===== src/rtl/shift_ctrl_pkg.sv =====
// Shared types and defaults for the tapped shift-register sequencing controller.
package shift_ctrl_pkg;

    typedef enum logic [1:0] {IDLE, RUN, FLUSH} state_t;

    localparam int DEF_WIDTH = 8;
    localparam int DEF_DEPTH = 64;
    localparam int DEF_TAP1  = 16;
    localparam int DEF_TAP2  = 32;
    localparam int DEF_TAP3  = 48;

    // Occupancy must represent 0..depth inclusive.
    function automatic int occ_w(input int depth);
        return $clog2(depth) + 1;
    endfunction

endpackage


===== src/rtl/shift_valid_tracker.sv =====
// Per-stage valid shadow of the data shift register plus a running count of real samples.
module shift_valid_tracker
    import shift_ctrl_pkg::*;
#(
    parameter int DEPTH = DEF_DEPTH,
    parameter int TAP1  = DEF_TAP1,
    parameter int TAP2  = DEF_TAP2,
    parameter int TAP3  = DEF_TAP3,
    parameter int OCC_W = occ_w(DEF_DEPTH)
) (
    input  logic             clk,
    input  logic             rst_n,
    input  logic             shift,
    input  logic             ins,
    output logic             out_valid,
    output logic [2:0]       tap_valid,
    output logic [OCC_W-1:0] occupancy,
    output logic             empty,
    output logic             lower_empty
);

    logic [DEPTH-1:0] valid_vec;

    always_ff @(posedge clk or negedge rst_n) begin
        if (!rst_n) begin
            valid_vec <= '0;
            occupancy <= '0;
        end else if (shift) begin
            valid_vec <= {valid_vec[DEPTH-2:0], ins};
            // A sample entering while one leaves keeps the count; otherwise +/-1.
            if (ins && !out_valid)
                occupancy <= occupancy + OCC_W'(1);
            else if (!ins && out_valid)
                occupancy <= occupancy - OCC_W'(1);
        end
    end

    assign out_valid   = valid_vec[DEPTH-1];
    assign tap_valid   = {valid_vec[TAP3-1], valid_vec[TAP2-1], valid_vec[TAP1-1]};
    assign empty       = (valid_vec == '0);
    // Only the output stage may still be real: one more drain shift empties everything.
    assign lower_empty = (valid_vec[DEPTH-2:0] == '0);

endmodule


===== src/rtl/shift_8x64_seq_ctrl.sv =====
// Sequencing controller for the 8x64 tapped shift register: input handshake,
// output backpressure, occupancy tracking and a bubble-free flush.
module shift_8x64_seq_ctrl
    import shift_ctrl_pkg::*;
#(
    parameter int WIDTH = DEF_WIDTH,
    parameter int DEPTH = DEF_DEPTH,
    parameter int TAP1  = DEF_TAP1,
    parameter int TAP2  = DEF_TAP2,
    parameter int TAP3  = DEF_TAP3
) (
    input  logic                     clk,
    input  logic                     rst_n,
    input  logic                     enable,
    input  logic                     in_valid,
    input  logic [WIDTH-1:0]         in_data,
    output logic                     in_ready,
    input  logic                     flush_req,
    output logic                     flush_busy,
    output logic                     flush_done,
    output logic                     shift,
    output logic [WIDTH-1:0]         sr_in,
    output logic                     out_valid,
    input  logic                     out_ready,
    output logic [2:0]               tap_valid,
    output logic [occ_w(DEPTH)-1:0]  occupancy
);

    generate
        if (!(1 <= TAP1 && TAP1 < TAP2 && TAP2 < TAP3 && TAP3 < DEPTH)) begin : g_bad_taps
            $error("shift_8x64_seq_ctrl: taps must satisfy 1 <= TAP1 < TAP2 < TAP3 < DEPTH");
        end
    endgenerate

    state_t state;
    logic   ins, adv, empty, lower_empty;

    // A real sr_out sample may only be shifted out if downstream takes it.
    assign adv        = !out_valid || out_ready;
    assign flush_busy = (state == FLUSH);

    always_comb begin
        shift    = 1'b0;
        in_ready = 1'b0;
        sr_in    = '0;
        ins      = 1'b0;
        case (state)
            RUN: begin
                in_ready = adv;
                shift    = in_valid && adv;
                sr_in    = in_data;
                ins      = 1'b1;
            end
            FLUSH:   shift = adv && !empty;
            default: ;
        endcase
    end

    always_ff @(posedge clk or negedge rst_n) begin
        if (!rst_n) begin
            state      <= IDLE;
            flush_done <= 1'b0;
        end else begin
            flush_done <= 1'b0;
            case (state)
                IDLE: begin
                    if (flush_req)   state <= FLUSH;
                    else if (enable) state <= RUN;
                end
                RUN: begin
                    if (flush_req)    state <= FLUSH;
                    else if (!enable) state <= IDLE;
                end
                FLUSH: begin
                    // Leave on the edge that drains the last sample so no idle FLUSH cycle follows.
                    if (empty || (shift && lower_empty)) begin
                        state      <= IDLE;
                        flush_done <= 1'b1;
                    end
                end
                default: state <= IDLE;
            endcase
        end
    end

    shift_valid_tracker #(
        .DEPTH (DEPTH),
        .TAP1  (TAP1),
        .TAP2  (TAP2),
        .TAP3  (TAP3),
        .OCC_W (occ_w(DEPTH))
    ) u_tracker (
        .clk         (clk),
        .rst_n       (rst_n),
        .shift       (shift),
        .ins         (ins),
        .out_valid   (out_valid),
        .tap_valid   (tap_valid),
        .occupancy   (occupancy),
        .empty       (empty),
        .lower_empty (lower_empty)
    );

endmodule

===== config.mk =====
export PLATFORM = sky130hd
export DESIGN_NAME = shift_8x64_seq_ctrl
export DESIGN_NICKNAME = d
export VERILOG_FILES = /design/src/rtl/shift_ctrl_pkg.sv /design/src/rtl/shift_valid_tracker.sv /design/src/rtl/shift_8x64_seq_ctrl.sv
export SDC_FILE = /design/constraint.sdc
export NUM_CORES = 1
export LEC_CHECK = 0
export BUFFER_PORTS_ARGS = -buffer_cell sky130_fd_sc_hd__buf_2
export CAP_MARGIN = 20
export CORE_UTILIZATION = 58
export DETAILED_ROUTE_END_ITERATION = 10
export PLACE_DENSITY = 0.76
export SYNTH_ARGS = -nofsm -noshare
export SYNTH_HDL_FRONTEND = slang
export SYNTH_SLANG_ARGS = --single-unit

===== constraint.sdc =====
create_clock -name clk -period 3.25 [get_ports clk]
set_input_delay 0.4875 -clock clk [delete_from_list [all_inputs] [get_ports clk]]
set_output_delay 0.4875 -clock clk [all_outputs]
set_load 0.1 [all_outputs]

Yosys cells after proc, flatten, opt, wreduce, memory -nomap -nowiden
Cells that the tools add are included.
{ "totals": {"register_bits": 74, "latch_bits": 0, "mem_bits_rw": 0, "rom_bits": 0, "inputBits": 14, "out_inout_bits": 23, "n_memories": 0} }
{ "classes": {"add_sub_neg": 2, "multipliers": 0, "n_div": 0, "n_lt_le_gt_ge": 0, "eq_ne": 5, "shift": 0, "muxes": 14, "bitwise_logic": 0, "reduce_logical": 16} }
{ "op_table": {"columns": ["cell", "count"], "rows": [
  ["$logic_not A64 Y1", 1],
  ["$logic_not A63 Y1", 1],
  ["$mux W7", 2],
  ["$mux W2", 5],
  ["$mux W8", 1],
  ["$add A7 B1 Y7 const B", 1],
  ["$sub A7 B1 Y7 const B", 1],
  ["$ne A3 B3 Y1 const B", 2],
  ["$pmux W2 S3", 1],
  ["$logic_and A1 B1 Y1", 5],
  ["$mux W1", 4],
  ["$logic_not A1 Y1", 3],
  ["$reduce_and A3 Y1", 1],
  ["$eq A2 B1 Y1 const B", 1],
  ["$eq A2 B2 Y1 const B", 1],
  ["$logic_not A2 Y1", 1],
  ["$logic_or A1 B1 Y1", 2],
  ["$ne A2 B1 Y1 const B", 1],
  ["$pmux W1 S2", 1],
  ["$reduce_and A2 Y1", 1],
  ["$reduce_bool A2 Y1", 1]
]} }

Longest topological paths before layout
{ "depth": {"ltp_word": 8, "depth_mapped": 10, "mapped_depth_nobuf": 10} }

Modules after synthesis
A second synthesis with hierarchy kept.
{ "hier_totals": {"hier_cells": 254, "hier_area_um2": 3388.2} }
{ "modules_own_cells": {"columns": ["mod", "instances", "cells_per_inst", "area_per_inst_um2", "seq_area_each_um2"], "rows": [
  ["shift_valid_tracker", 1, 216, 3057.9, 1776.7],
  ["shift_8x64_seq_ctrl", 1, 38, 330.3, 75.1]
]} }

Least setup slack after synthesis
Ideal clock, no wire load.
{ "synth_timing": {"kind": "register to register", "from": "register u_tracker.valid_vec[63]", "to": "register u_tracker.occupancy[6]", "setup_ns": 0.161, "arrival_ns": 2.810, "path_slack_ns": 0.279, "path_stages_with_launch": 10, "synth_period_minus_slack_ns": 2.971, "path_cell_list": "dfrtp_1 -> inv_1 -> ha_1 -> inv_1 -> ha_1 -> a211oi_1 -> or4b_2 -> nand4_1 -> a2111oi_0 -> xor2_1"} }
{ "synth_via": {"elab_chain_cells": 5} }
{ "synth_rtl": {"columns": ["item", "line_no", "text"], "rows": [
  ["start: declaration", "shift_valid_tracker.sv:22", "logic [DEPTH-1:0] valid_vec;"],
  ["start signal: assignment", "shift_valid_tracker.sv:29", "valid_vec <= {valid_vec[DEPTH-2:0], ins};"],
  ["$logic_not A64 Y1 or $logic_not A1 Y1 (tied branches)", "shift_valid_tracker.sv:40, shift_valid_tracker.sv:31, shift_8x64_seq_ctrl.sv:39", null],
  ["$logic_not A1 Y1 or $logic_or A1 B1 Y1 (tied branches)", "shift_8x64_seq_ctrl.sv:54, shift_8x64_seq_ctrl.sv:39", null],
  ["$logic_and A1 B1 Y1 (on tied branches)", "shift_8x64_seq_ctrl.sv:54, shift_8x64_seq_ctrl.sv:50", null],
  ["$pmux W1 S2", "shift_8x64_seq_ctrl.sv:47", "case (state)"],
  ["$reduce_and A2 Y1 (no source line)", null, null],
  ["end signal: assignment", "shift_valid_tracker.sv:32", "occupancy <= occupancy + OCC_W'(1);"],
  ["end signal: assignment", "shift_valid_tracker.sv:34", "occupancy <= occupancy - OCC_W'(1);"],
  ["end: declaration", "shift_valid_tracker.sv:17", "output logic [OCC_W-1:0] occupancy,"]
]} }
Parallel ways exist; a longest one is shown, timed or not.
A chain may end at the register's enable or synchronous reset.

Worst setup path in the final report
{ "layout_timing": {"from": "register state[1]", "to": "register u_tracker.occupancy[6]"} }
{ "layout_via": {"elab_chain_cells": 6} }
{ "layout_rtl": {"columns": ["item", "line_no", "text"], "rows": [
  ["start: declaration", "shift_8x64_seq_ctrl.sv:35", "state_t state;"],
  ["start signal: assignment", "shift_8x64_seq_ctrl.sv:61", "state <= IDLE;"],
  ["start signal: assignment", "shift_8x64_seq_ctrl.sv:67", "if (flush_req) state <= FLUSH;"],
  ["start signal: assignment", "shift_8x64_seq_ctrl.sv:68", "else if (enable) state <= RUN;"],
  ["$eq A2 B1 Y1 (*)", "shift_8x64_seq_ctrl.sv:47", null],
  ["$mux W1 (*)", "shift_8x64_seq_ctrl.sv:47", null],
  ["net ins", "shift_8x64_seq_ctrl.sv:36", "logic ins, adv, empty, lower_empty;"],
  ["$logic_not A1 Y1", "shift_valid_tracker.sv:33", "else if (!ins && out_valid)"],
  ["$logic_and A1 B1 Y1", "shift_valid_tracker.sv:33", null],
  ["$reduce_bool A2 Y1 (no source line)", null, null],
  ["$reduce_and A2 Y1 (no source line)", null, null]
]} }
The timed path passes the listed nets; every way through them passes the cells marked *.

==> results.cfg <==
[routing]
final_antenna_net_count = 0
drtIter0Drc = 113
finalWirelength_mm = 5.85
wl_per_cell_um = 15.9
via_count = 2041
vias_per_cell = 5.56
drc = 0
first_pass_iters = 4

[global_routing]
track_usage = 0.209
overflow = 0
grt_pass1_wl_mm = 9.81
grt_max_degree = 39
antenna_found_initial = 0
grt_pass1_vias = 2046

[die]
start_util = 0.604
dieArea_um2 = 6480
fp-row-count = 28
die-width_um = 80.5
core_um2 = 5920
ios = 37
fp.dieH_um = 80.5

[clocking]
cts_tree = yes
cts_buffers = 9
clkLatencyLatePin_ps = 340
cts_hold_buf = 0
cts-resized-gates = 0
root_buffer = clkbuf_8
cts_setup_buffers = 0
clockBufferDepth = 2
clk_pin_slew_worst_paths_ps = 80
cts.sinks = 74
h-tree-depth = 3

[timing]
hold_violations = 0
fmax_mhz = 359
skew_ps = 9.74
slew_headroom = 0.534
tns_ps = 0
period_share = 0.858
finalCriticalPeriod_ps = 2790
rsz0062_at_grt = no
setup_violations = 0
worstMarginPinSlew_ps = 700
maxSlewViolCount = 0
finalWorstSetupSlack_ps = 463
whs_ps = 192

[power]
ir_drop_mv = 1.25
p_leak_nw = 2.05
power_mw = 4.27
cellPowerDensity_nw_per_um2 = 1050

[synthesis]
ys_top_cells_by_count = 74 x dfrtp_1, 50 x mux2_4, 18 x mux2_2
syn_inst = 245
syn_area_um2 = 3570
synth_area_leaders = dfrtp_1 52%, mux2_4 21%, mux2_2 5.7%
synth.most_common_cell = dfrtp_1
synth.avg_cell_area_um2 = 14.6
yosysTopAreaCellShare = 0.518
ys_ff_latch = 74
synth_enable_flop_cells = 0
synthFlopType = dfrtp_1
yosys.area.top_type = dfrtp_1
yosysSeqAreaShare = 0.518
async_reset_ff_frac = 1.00
yosysWarnings = 0
synth_cell_types = 39
syn_nets = 269

[finish]
n_antenna_cell = 0
drive_gt1_frac = 0.445
fillers = 419
utilization = 0.684
synthToLayoutAreaGrowth_pct = 13.4
layout.nets = 311

[min_path]
min_path_type = input port to asynchronous set/reset pin

[place]
numPortBuffers = 36
dp_slack_ps = 519
gp_congestion = 0.796
hpwlAfterDp_mm = 3.97

[worst_setup_path]
path_buf_inv = 2
path_max_fanout = 8
worstSetupPathType = flip-flop to flip-flop
max_stage_delay_ps = 510
crit_family = compound AO/OA/AOI/OAI gates
arrival_ps = 2990
worstSetupEndpointType = flip-flop
crit_top_cell = ha_1
crit_chain = inv_1 > ha_1 > ha_1 > inv_1 > ha_1 > a211oi_1 > or4b_2 > nand4_1 > a2111oi_0 > xor2_1
required_ps = 3450
start_kind = flip-flop
slowest_stage = a2111oi_0

[status]
status = finished, final reports clean

[run]
drv_cap = 0
power by group:
part | internal [mW] | leakage [nW] | switching, mW | total [mW]
clock network | 0.549 | 0.129 | 0.326 | 0.875
logic | 0.824 | 0.907 | 1.42 | 2.24
registers | 1.05 | 1.02 | 0.107 | 1.15
total | 2.42 | 2.05 | 1.85 | 4.27
cell families after synthesis:
logic type	after synthesis	share of synthesized area
DFF	74	0.518
muxes	69	0.270
and+or+nand+nor	48	0.0840
AOI/OAI and AO/OA	22	0.0434
buffers and inverters	16	0.0329
adders and majority gates	10	0.0371
xor gates and xnor gates	6	0.0147
cells in the final DEF (no fill, tap or decap), drive strengths merged, types with 2 or more instances in the layout:
master  count
dfrtp      74
mux2       68
buf        42
nor4       16
clkbuf     11
and2        9
ha          9
nand2       7
a21oi       7
inv         5
nand4       5
nand2b      3
xnor2       3
xor2        3
o21ai       3
bufinv      3
nor2b       2
o211ai      2
nor3b       2
clkinv      2
a211oi      2
through the flow:
step | cell area [µm²] | instances
floorplan | 3570 | 245
global placement | 3800 | 351
detailed placement | 3800 | 351
CTS | 4050 | 367
global route | 4050 | 367
finish | 4050 | 367
sequential cells by signal (all words and copies together) (netlist names):
signal	flops
u_tracker.occupancy	7
flush_done	1
u_tracker.valid_vec	64
state	2
worst paths after layout:
path                                        startpoint  slack [ps]                       to  cells after the start
worst max-delay path                          state[1]         460   u_tracker.occupancy[6]                     10
worst min-delay path                             rst_n         190   u_tracker.valid_vec[4]                      1
worst max register to register                state[1]         460   u_tracker.occupancy[6]                     10
worst min register to register  u_tracker.occupancy[6]         470   u_tracker.occupancy[6]                      1
max in group asynchronous                        rst_n        2280  u_tracker.valid_vec[37]                      2
min in group clk                             flush_req         460                 state[0]                      3
per-layer routing:
layer / track usage / routed length, µm / vias to the layer above
met5: 0 / 0 / -
met4: 0.0911 / 83 / 0
met3: 0.0511 / 246 / 6
met2: 0.317 / 2600 / 44
met1: 0.283 / 2930 / 1013
li1: - / - / 978
layout make-up:
type,instances,area (µm²),area share
clock buffers,11,151,0.0374
multi-input cells,155,1610,0.398
repair buffers,42,225,0.0556
clock inverters,5,100,0.0247
flip-flops and latches,74,1850,0.457
well taps,75,93.8,0.0232
inverters,5,18.8,0.00463
Note: power is estimated with default switching activity, not from simulation.
